<file path="config.mk">
export PLATFORM = sky130hd
export DESIGN_NAME = fetch_ctrl_flat
export DESIGN_NICKNAME = d
export VERILOG_FILES = /design/src/rtl/fetch_ctrl_if.sv /design/src/rtl/fetch_ctrl.sv /design/src/flat_wrapper.sv
export SDC_FILE = /design/constraint.sdc
export NUM_CORES = 1
export LEC_CHECK = 0
export BUFFER_PORTS_ARGS = -buffer_cell sky130_fd_sc_hd__buf_2
export CAP_MARGIN = 20
export CORE_ASPECT_RATIO = 0.9
export CORE_MARGIN = 2
export CORE_UTILIZATION = 39
export CTS_BUF_LIST = sky130_fd_sc_hd__clkbuf_8
export CTS_CLUSTER_DIAMETER = 80
export DETAILED_ROUTE_END_ITERATION = 12
export PLACE_DENSITY_LB_ADDON = 0.15
export RECOVER_POWER = 50
export SKIP_LAST_GASP = 1
export SYNTH_ARGS = -nofsm -noshare
export SYNTH_HDL_FRONTEND = slang
export SYNTH_SLANG_ARGS = --single-unit
</file>
<file path="constraint.sdc">
create_clock -name clk -period 5 [get_ports clk]
set_input_delay 0 -clock clk [delete_from_list [all_inputs] [get_ports clk]]
set_output_delay 0 -clock clk [all_outputs]
set_load 0.01 [all_outputs]
</file>
<file path="src/rtl/fetch_ctrl_if.sv">
// fetch_ctrl_if: instruction-memory read handshake plus IR load/flush bundle.
// master is the fetch controller; slave is the memory/decode side.
interface fetch_ctrl_if;
    logic        imem_read;
    logic [31:0] imem_address;
    logic        imem_resp;
    logic [31:0] imem_rdata;
    logic        stall;
    logic        redirect;
    logic [31:0] redirect_pc;
    logic        ir_load;
    logic        ir_flush;
    logic [31:0] ir_in;
    logic [31:0] ir_pc;
    modport master (
        output imem_read, imem_address, ir_load, ir_flush, ir_in, ir_pc,
        input  imem_resp, imem_rdata, stall, redirect, redirect_pc
    );
    modport slave (
        input  imem_read, imem_address, ir_load, ir_flush, ir_in, ir_pc,
        output imem_resp, imem_rdata, stall, redirect, redirect_pc
    );
endinterface

</file>
<file path="src/rtl/fetch_ctrl.sv">
// fetch_ctrl: owns the fetch PC, drives the imem read handshake and IR strobes,
// absorbs decode stalls in a one-entry hold buffer and squashes redirected fetches.
module fetch_ctrl #(
    parameter logic [31:0] RESET_PC = 32'h0000_0060
) (
    input logic          clk,
    input logic          rst_n,
    fetch_ctrl_if.master io_f
);
    typedef enum logic [1:0] {IDLE, REQ, HOLD, SQUASH} state_t;
    state_t      r_state;
    logic        r_read;
    logic [31:0] r_pc;
    logic [31:0] r_req_addr;
    logic [31:0] r_hold_buf;
    logic [31:0] r_hold_pc;
    logic [31:0] w_next_addr;
    logic        w_in_hold;
    assign w_next_addr       = r_req_addr + 32'd4;
    assign w_in_hold         = r_state == HOLD;
    assign io_f.imem_read    = r_read;
    assign io_f.imem_address = r_req_addr;
    // Strobes are combinational so the IR captures in the same cycle as imem_resp.
    assign io_f.ir_flush = io_f.redirect && r_state != IDLE;
    assign io_f.ir_load  = !io_f.redirect && !io_f.stall &&
                           (w_in_hold || (r_state == REQ && io_f.imem_resp));
    assign io_f.ir_in    = w_in_hold ? r_hold_buf : io_f.imem_rdata;
    assign io_f.ir_pc    = w_in_hold ? r_hold_pc : r_req_addr;
    always_ff @(posedge clk) begin
        if (!rst_n) begin
            r_state    <= IDLE;
            r_read     <= 1'b0;
            r_pc       <= RESET_PC;
            r_req_addr <= RESET_PC;
            r_hold_buf <= '0;
            r_hold_pc  <= '0;
        end else begin
            case (r_state)
                IDLE: begin
                    r_state    <= REQ;
                    r_read     <= 1'b1;
                    r_req_addr <= r_pc;
                end
                REQ: begin
                    if (io_f.redirect) begin
                        r_pc <= io_f.redirect_pc;
                        if (io_f.imem_resp) r_req_addr <= io_f.redirect_pc;
                        else r_state <= SQUASH;
                    end else if (io_f.imem_resp) begin
                        r_pc <= w_next_addr;
                        if (!io_f.stall) begin
                            r_req_addr <= w_next_addr;
                        end else begin
                            r_hold_buf <= io_f.imem_rdata;
                            r_hold_pc  <= r_req_addr;
                            r_read     <= 1'b0;
                            r_state    <= HOLD;
                        end
                    end
                end
                HOLD: begin
                    if (io_f.redirect) begin
                        r_pc       <= io_f.redirect_pc;
                        r_req_addr <= io_f.redirect_pc;
                        r_read     <= 1'b1;
                        r_state    <= REQ;
                    end else if (!io_f.stall) begin
                        r_req_addr <= r_pc;
                        r_read     <= 1'b1;
                        r_state    <= REQ;
                    end
                end
                SQUASH: begin
                    // The stale read must complete; the newest redirect target wins.
                    if (io_f.redirect) r_pc <= io_f.redirect_pc;
                    if (io_f.imem_resp) begin
                        r_req_addr <= io_f.redirect ? io_f.redirect_pc : r_pc;
                        r_state    <= REQ;
                    end
                end
            endcase
        end
    end
endmodule

</file>
<file path="src/flat_wrapper.sv">
// flat-port wrapper written by rule: the top's interface ports become plain ports
module fetch_ctrl_flat 
#(
    parameter logic [31:0] RESET_PC = 32'h0000_0060
)
  (clk, rst_n, io_f_imem_read, io_f_imem_address, io_f_ir_load, io_f_ir_flush, io_f_ir_in, io_f_ir_pc, io_f_imem_resp, io_f_imem_rdata, io_f_stall, io_f_redirect, io_f_redirect_pc);
  fetch_ctrl_if io_f_i ();
  input logic clk;
  input logic rst_n;
  output wire logic [$bits(io_f_i.imem_read)-1:0] io_f_imem_read;
  output wire logic [$bits(io_f_i.imem_address)-1:0] io_f_imem_address;
  output wire logic [$bits(io_f_i.ir_load)-1:0] io_f_ir_load;
  output wire logic [$bits(io_f_i.ir_flush)-1:0] io_f_ir_flush;
  output wire logic [$bits(io_f_i.ir_in)-1:0] io_f_ir_in;
  output wire logic [$bits(io_f_i.ir_pc)-1:0] io_f_ir_pc;
  input wire logic [$bits(io_f_i.imem_resp)-1:0] io_f_imem_resp;
  input wire logic [$bits(io_f_i.imem_rdata)-1:0] io_f_imem_rdata;
  input wire logic [$bits(io_f_i.stall)-1:0] io_f_stall;
  input wire logic [$bits(io_f_i.redirect)-1:0] io_f_redirect;
  input wire logic [$bits(io_f_i.redirect_pc)-1:0] io_f_redirect_pc;
  assign io_f_imem_read = io_f_i.imem_read;
  assign io_f_imem_address = io_f_i.imem_address;
  assign io_f_ir_load = io_f_i.ir_load;
  assign io_f_ir_flush = io_f_i.ir_flush;
  assign io_f_ir_in = io_f_i.ir_in;
  assign io_f_ir_pc = io_f_i.ir_pc;
  assign io_f_i.imem_resp = io_f_imem_resp;
  assign io_f_i.imem_rdata = io_f_imem_rdata;
  assign io_f_i.stall = io_f_stall;
  assign io_f_i.redirect = io_f_redirect;
  assign io_f_i.redirect_pc = io_f_redirect_pc;
  fetch_ctrl #(.RESET_PC(RESET_PC)) u_core (.clk(clk), .rst_n(rst_n), .io_f(io_f_i));
endmodule
</file>
## Word level (Yosys, flattened, before mapping)

Cells that the tools add are included.
Widths: inputs -> output; s select.

| cells by class | value |
|---|---|
| add/subtract/negate cells | 1 |
| equal/unequal tests | 12 |
| muxes and demuxes | 28 |
| bitwise operators | 1 |
| reduce and logical (&&, ||, !) cells | 17 |

Operators with widths:

| cell | number |
|---|---|
| $mux 32 | 12 |
| $pmux 32 s4 | 1 |
| $pmux 32 s2 | 1 |
| $add 32x3->32 const B | 1 |
| $ne 3x3->1 const B | 5 |
| $mux 2 | 7 |
| $reduce_and 5->1 | 2 |
| $ne 2x2->1 const B | 4 |
| $pmux 2 s4 | 1 |
| $reduce_and 4->1 | 2 |
| $mux 1 | 5 |
| $eq 2x2->1 const B | 2 |
| $logic_and 1x1->1 | 4 |
| $reduce_bool 2->1 | 2 |
| $pmux 1 s3 | 1 |
| $reduce_bool 3->1 | 1 |
| $eq 2x1->1 const B | 1 |
| $logic_not 1->1 | 2 |
| $logic_not 2->1 | 1 |
| $reduce_and 2->1 | 1 |
| $reduce_or 2->1 | 1 |
| $logic_or 1x1->1 | 1 |
| $not 1->1 | 1 |

| storage, ports and cells | value |
|---|---|
| bits in registers | 131 |
| input bits | 69 |
| output and inout bits | 99 |
| word-level logic and storage cells | 65 |

## Longest topological paths before layout

Gate-level depths: netlist (run 1).

| logic depth | value |
|---|---|
| depth in word-level cells | 5 |
| mapped depth | 8 |
| mapped depth without buffers | 6 |

## Worst setup path before layout (run 1)

OpenSTA, ideal clock, no wires.

| path | value |
|---|---|
| path type | register to register |
| start point | register u_core.r_req_addr[2], in the netlist u_core.io_f.imem_address[2] |
| end point | register u_core.r_req_addr[26], in the netlist u_core.io_f.imem_address[26] |
| setup time | 0.138 ns |
| data arrival time | 2.208 ns |
| required time | 4.862 ns |
| slack | 2.655 ns |
| stages on the path, launching flop included | 8 |
| path buffers | 1 |
| period minus slack after synthesis | 2.345 ns |
| cell sequence | dfxtp_1 -> ha_1 -> nand2_1 -> or4_1 -> clkbuf_1 -> or4_1 -> nand3_1 -> o221ai_1 |

| on the way | value |
|---|---|
| word-level cells in the longest chain between the ends | 5 |

RTL lines:

| what | RTL line | text |
|---|---|---|
| start: declaration | fetch_ctrl.sv:14 | `logic [31:0] r_req_addr;` |
| start signal: assignment | fetch_ctrl.sv:42 | `r_req_addr <= r_pc;` |
| start signal: assignment | fetch_ctrl.sv:47 | `if (io_f.imem_resp) r_req_addr <= io_f.redirect_pc;` |
| start signal: assignment | fetch_ctrl.sv:52 | `r_req_addr <= w_next_addr;` |
| $add 32x3->32 | fetch_ctrl.sv:19 | `assign w_next_addr = r_req_addr + 32'd4;` |
| $mux 32 | fetch_ctrl.sv:51 | `if (!io_f.stall) begin` |
| $mux 32 | fetch_ctrl.sv:49 | `end else if (io_f.imem_resp) begin` |
| $mux 32 | fetch_ctrl.sv:45 | `if (io_f.redirect) begin` |
| $pmux 32 s4 | fetch_ctrl.sv:38 | `case (r_state)` |

No other way between the ends. The select of a mux whose other input is x is not followed.
A chain may end at the register's enable or synchronous reset.

## Worst setup path in the final report (run 1)

| path | value |
|---|---|
| start point | register u_core.r_state[1] |
| end point | register u_core.r_req_addr[6], in the netlist u_core.io_f.imem_address[6] |

| on the way | value |
|---|---|
| word-level cells in the longest chain between the ends | 3 |
| elaborated cells between the ends (all ways) | 10 |
| classes of those cells | eq/ne: 7; mux: 1; reduce/logical: 2 |

RTL lines:

| what | RTL line | text |
|---|---|---|
| start: declaration | fetch_ctrl.sv:11 | `state_t r_state;` |
| start signal: assignment | fetch_ctrl.sv:31 | `r_state <= IDLE;` |
| start signal: assignment | fetch_ctrl.sv:40 | `r_state <= REQ;` |
| start signal: assignment | fetch_ctrl.sv:48 | `else r_state <= SQUASH;` |
| $eq 2x2->1 / $eq 2x1->1 (equally long branches) | fetch_ctrl.sv:38 |  |
| $ne 3x3->1 (no line) / $ne 2x2->1 (equally long branches) | n/a |  |
| $reduce_and 4->1 (no line) | n/a |  |

Parallel ways exist; a longest one is shown, timed or not.

==> results.sh, run 1 <==
export IMPL_path_max_fanout=26
export IMPL_die_x_microns=145
export IMPL_place_congestion=0.749
export IMPL_setup_viol=0
export IMPL_synth_area_sq_um=7000
export IMPL_fin_tns_setup_ps=0
export IMPL_relSlewSlack=-0.00367
export IMPL_fmax_mhz=282
export IMPL_rows=46
export IMPL_min_period_over_period=0.708
export IMPL_cts_made_buffers=17
export IMPL_initial_core_util=0.397
export IMPL_dr_total_vias=7084
export IMPL_grt_max_degree=67
export IMPL_layout_commonest_cell="nand2_1"
export IMPL_synth_nets=968
export IMPL_antenna_left=0
export IMPL_area_growth_pct=26.6
export IMPL_io_pins=168
export IMPL_vias_per_cell=5.35
export IMPL_final_cell_count_no_fill=1323
export IMPL_end_kind="flip-flop"
export IMPL_post_cts_buffers=0
export IMPL_cts_sinks=131
export IMPL_rsz0062_at_grt="false"
export IMPL_post_dp_cell_area_sq_um=7940
export IMPL_ys_warnings_count=0
export IMPL_slew_violations=26
export IMPL_insertion_delay_ps=460
export IMPL_grt_antenna_before_repair=0
export IMPL_grt_pass1_vias=6508
export IMPL_start_kind="flip-flop"
export IMPL_synth_cell_types=58
export IMPL_holdPathStages=6
export IMPL_worst_slack_ps=1460
export IMPL_violations="max-capacitance violations, max-slew violations"
export IMPL_design_area_sq_um=8860
export IMPL_synth_edff_count=0
export IMPL_post_drt_wl_per_cell_microns=16.6
export IMPL_seqCellArea_sq_um=2620
export IMPL_multi_input_area_sq_um=4060
export IMPL_avgSynthCellArea_sq_um=7.79
export IMPL_power_leakage_nw=3.43
export IMPL_hp_class="in2reg"
export IMPL_crit_type="reg2reg"
export IMPL_dp_cells=1235
export IMPL_num_antenna_cells=0
export IMPL_clock_skew_ps=14.1
export IMPL_routed_wl_mm=21.9
export IMPL_power_density_nw_per_um2=299
export IMPL_htreeDepth=4
export IMPL_core_area_sq_um=17600
export IMPL_fin_util=0.503
export IMPL_total_power_mw=2.65
export IMPL_gr_total_overflow=0
export IMPL_crit_required_ps=5350
export IMPL_ys_seq_area_frac=0.375
export IMPL_layout_common_cells="nand2_1 (203), buf_2 (134), dfxtp_1 (131)"
export IMPL_reg2reg_depth=7
export IMPL_drive_gt1_frac=0.235
export IMPL_ir_drop_v=0.000183
export IMPL_port_buffers=167
export IMPL_clk_pin_slew_ps=80
export IMPL_cap_viol_max_count=2
export IMPL_drc=0
export IMPL_track_usage=0.226
export IMPL_die_area_sq_um=19000
export IMPL_worstMarginPinSlew_ps=1510
export IMPL_cts_tree="yes"
export IMPL_crit_arrival_ps=3890
export IMPL_root_buffer="clkbuf_8"
export IMPL_fin_hold_ws_ps=31.2
export IMPL_period_minus_slack_ps=3540
export IMPL_ys_flop_type="dfxtp_1"
export IMPL_die_height_microns=131
export IMPL_clockBufferDepth=2
export IMPL_async_flop_share=0
export IMPL_dp_slack_ps=2290
export IMPL_fill_cells=1749
export IMPL_grt_pass1_wl_mm=34.6
export IMPL_drtPass1Iterations=5
export IMPL_status="finished with violations"
export IMPL_drtIter0Drc=438
export IMPL_hold_viol_final=0
export IMPL_ys_ff_latch=131
export IMPL_syn_inst=898
export IMPL_nets=1140
export IMPL_dp_hpwl_mm=13.3
[cells in the mapped netlist, drive strengths merged (3+ instances only)]
cell | n | share of area
nand2 | 203 | 0.11
dfxtp | 131 | 0.37
a21oi | 93 | 0.067
clkbuf | 68 | 0.037
mux2 | 65 | 0.10
nor2 | 42 | 0.023
o21ai | 40 | 0.029
nand3 | 27 | 0.019
nor3 | 22 | 0.016
buf | 13 | 0.0079
mux2i | 13 | 0.019
or3 | 10 | 0.0089
a31oi | 9 | 0.0080
nor4 | 9 | 0.0080
o211ai | 9 | 0.0097
o22ai | 9 | 0.0080
a311oi | 8 | 0.010
and3 | 8 | 0.0072
inv | 8 | 0.0043
o31a | 8 | 0.010
o31ai | 8 | 0.0086
nand2b | 7 | 0.0063
o221ai | 7 | 0.0088
and2 | 6 | 0.0054
nand4 | 6 | 0.0084
a211oi | 5 | 0.0054
o21a | 5 | 0.0054
o22a | 5 | 0.0063
or3b | 5 | 0.0063
or4 | 5 | 0.0054
or2 | 4 | 0.0036
xnor2 | 4 | 0.0050
xor2 | 4 | 0.0050
a211o | 3 | 0.0038
o211a | 3 | 0.0043
o311a | 3 | 0.0043
[sequential cells by signal (all words and copies together), names as in the netlist]
register and count:
u_core.r_hold_buf 32, u_core.io_f.imem_address 32, u_core.r_pc 32, u_core.r_hold_pc 32, u_core.r_state 2, u_core.io_f.imem_read 1
[metal layers]
layer | up-vias | GRT usage | share of wire | routed length, microns
met1 | 3308 | 0.306 | 0.48 | 10600
met2 | 213 | 0.367 | 0.44 | 9740
met3 | 18 | 0.0498 | 0.058 | 1280
met4 | 0 | 0.0652 | 0.012 | 262
met5 | - | 0 | 0 | 0
li1 | 3545 | - | - | -
[final cells by class]
cell class,count,share of cell area
Multi-Input combinational cell,677,0.458
Sequential cell,131,0.296
Timing Repair Buffer,234,0.160
Tap cell,240,0.0339
Clock buffer,21,0.0326
Clock inverter,11,0.0151
Inverter,9,0.00395
[report_power, final]
group          switching (mW)  internal [mW]
Clock                   0.428          0.540
Combinational           0.273          0.221
Sequential             0.0852           1.10
[what timing repair did]
| action | 4_1_cts | 5_1_grt |
|---|---|---|
| gates resized for setup | 0 | 0 |
| hold endpoints to repair | 71 | 0 |
| setup endpoints to repair | 0 | 0 |
| hold buffers | 56 | 0 |
[critical path, stage by stage (launching register included)]
cell and delay, ps:
dfxtp_1 510, clkbuf_1 610, nand2b_4 240, nor2_1 110, a21oi_4 590, clkbuf_1 700
nand3_1 400, o21a_1 280
[logic make-up after synthesis]
group / share of synthesized area
compound gates: 0.208
xor+xnor: 0.0100
fa+ha+maj: 0.00179
buf+inv: 0.0493
flops: 0.375
mux: 0.123
simple gates: 0.232
[worst paths after layout]
| path | slack (ps) | endpoint | startpoint |
|---|---|---|---|
| worst max register to register | 1460 | u_core.io_f.imem_address[6] | u_core.r_state[1] |
| worst min-delay path | 30 | u_core.io_f.imem_address[18] | io_f_redirect_pc[18] |
| worst min register to register | 450 | u_core.r_hold_pc[1] | u_core.r_hold_pc[1] |
| worst max-delay path | 1460 | u_core.io_f.imem_address[6] | u_core.r_state[1] |
No activity file was read; power rests on OpenSTA's default activity.
==> run 2: changes to the inputs <==
==> constraint.sdc (replaced) <==
create_clock -name clk -period 3.1 [get_ports clk]
set_input_delay 0 -clock clk [delete_from_list [all_inputs] [get_ports clk]]
set_output_delay 0 -clock clk [all_outputs]
set_load 0.01 [all_outputs]
==> run 2 against run 1 <==
Against the previous run: largest power group unchanged; setup slack got worse by 1000 ps; global-route usage rose by 0.051 points; critical endpoint is now u_core.io_f.imem_address[23]; highest routed layer unchanged; largest cell class unchanged; critical path type unchanged; clock power rose by 81%; the run now ends clean; clock-buffer cell count fell by 2.
==> results.sh, run 2 (synthesis results as in run 1) <==
export IMPL_grt_pass1_wl_mm=34.9
export IMPL_fin_tns_setup_ps=0
export IMPL_end_kind="flip-flop"
export IMPL_cp_slowest_cell="or2_0"
export IMPL_switchingPower_mw=1.26
export IMPL_die_height_microns=131
export IMPL_power_density_nw_per_um2=494
export IMPL_dp_cells=1248
export IMPL_power_leakage_nw=3.57
export IMPL_core_area_sq_um=17600
export IMPL_cp_num_buf_inv=1
export IMPL_reg2reg_from="u_core.r_state[1]"
export IMPL_gr_total_overflow=0
export IMPL_slowest_delay_ps=1060
export IMPL_io_pins=168
export IMPL_place_congestion=0.798
export IMPL_port_buffers=167
export IMPL_pwr_share_seq=0.427
export IMPL_clkPwrFrac=0.391
export IMPL_dr_total_vias=7216
export IMPL_clk_pin_slew_ps=80
export IMPL_path_max_fanout=23
export IMPL_clock_skew_ps=10.2
export IMPL_p_int_mw=3.21
export IMPL_area_growth_pct=29.3
export IMPL_htreeDepth=4
export IMPL_post_drt_wl_per_cell_microns=16.3
export IMPL_worstMarginPinSlew_ps=1450
export IMPL_relSlewSlack=0.0271
export IMPL_hp_class="in2reg"
export IMPL_slew_violations=0
export IMPL_crit_chain="buf_4, or2_0, nor2_1, a221oi_1, nand3_1, a31oi_1"
export IMPL_fill_cells=1731
export IMPL_drive_gt1_frac=0.238
export IMPL_initial_core_util=0.397
export IMPL_hold_viol_final=0
export IMPL_antenna_left=0
export IMPL_cap_viol_max_count=0
export IMPL_ir_drop_v=0.000279
export IMPL_rsz0062_at_grt="false"
export IMPL_insertion_delay_ps=440
export IMPL_swShare=0.282
export IMPL_nets=1159
export IMPL_drtIter0Drc=536
export IMPL_drc=0
export IMPL_die_area_sq_um=19000
export IMPL_start_kind="flip-flop"
export IMPL_cts_made_buffers=17
export IMPL_post_cts_buffers=0
export IMPL_crit_family="simple AND/OR/NAND/NOR gates"
export IMPL_grt_pass1_vias=6677
export IMPL_status="complete, no violations"
export IMPL_startpoint="u_core.r_state[1]"
export IMPL_drtPass1Iterations=7
export IMPL_cts_tree="yes"
export IMPL_final_cell_count_no_fill=1342
export IMPL_layout_commonest_cell="nand2_1"
export IMPL_rows=46
export IMPL_dp_hpwl_mm=13.8
export IMPL_period_minus_slack_ps=2650
export IMPL_num_antenna_cells=0
export IMPL_clockBufferDepth=2
export IMPL_crit_arrival_ps=3020
export IMPL_post_dp_cell_area_sq_um=8040
export IMPL_crit_required_ps=3470
export IMPL_cts_sinks=131
export IMPL_grt_max_degree=66
export IMPL_layout_common_cells="nand2_1 (203), buf_2 (134), dfxtp_1 (131)"
export IMPL_grt_antenna_before_repair=0
export IMPL_design_area_sq_um=9040
export IMPL_total_power_mw=4.47
export IMPL_track_usage=0.227
export IMPL_die_x_microns=145
export IMPL_min_period_over_period=0.854
export IMPL_fin_hold_ws_ps=23.9
export IMPL_root_buffer="clkbuf_8"
export IMPL_vias_per_cell=5.38
export IMPL_hp_start="io_f_redirect_pc[20]"
export IMPL_fmax_mhz=378
export IMPL_routed_wl_mm=21.9
export IMPL_setup_viol=0
export IMPL_pwr_share_comb=0.182
export IMPL_crit_type="reg2reg"
run 2: changes by cell type in the layout (fill, tap and decap cells not counted), sizes merged:
cell	delta
bufinv	+3
dlygate4sd3	+6
buf	+12
inv	+1
clkbuf	-1
clkinv	-2
run 2: timing repair:
action | CTS | global route
hold buffers | 62 | 0
resized for setup | 0 | 0
endpoints found under the hold margin | 64 | 0
run 2: layout make-up:
type	instances	area [sq um]	area share
Inverter	9	35.0	0.00387
Tap cell	240	300	0.0332
Multi-Input combinational cell	677	4030	0.446
Clock buffer	19	262	0.0289
Clock inverter	13	214	0.0237
Timing Repair Buffer	253	1580	0.175
Sequential cell	131	2620	0.290
run 2: final timing paths:
path,to,slack (ps),cells after the start
setup reg to reg,u_core.io_f.imem_address[23],450,6
hold reg to reg,u_core.r_hold_pc[7],450,2
setup / recovery,u_core.io_f.imem_address[23],450,6
hold / removal,u_core.r_pc[20],20,4
run 2: per-stage QoR:
step	utilization	setup slack [ps]
2_1_floorplan	-	755
3_3_place_gp	0.456	607
3_5_place_dp	0.456	531
4_1_cts	0.518	467
5_1_grt	0.514	230
6_report	0.514	454
run 2: tightest hold or removal path, cell delays in order:
cell and delay (ps):
buf_2 80, o211a_1 140, nand3_1 80, a21oi_1 130
run 2: power groups by stage:
stage	Combinational, mW	Sequential [mW]	Clock, mW
floorplan	0.494	1.91	0
global placement	0.770	1.94	0
detailed placement	0.770	1.94	0
CTS	0.829	1.91	1.78
global route	0.897	1.92	1.85
finish	0.812	1.91	1.75
run 2: metal layers:
layer,GRT usage,up-vias,share of wire
li1,-,3578,-
met1,0.314,3370,0.48
met2,0.364,248,0.44
met3,0.0516,20,0.063
met4,0.0519,0,0.011
met5,0,-,0
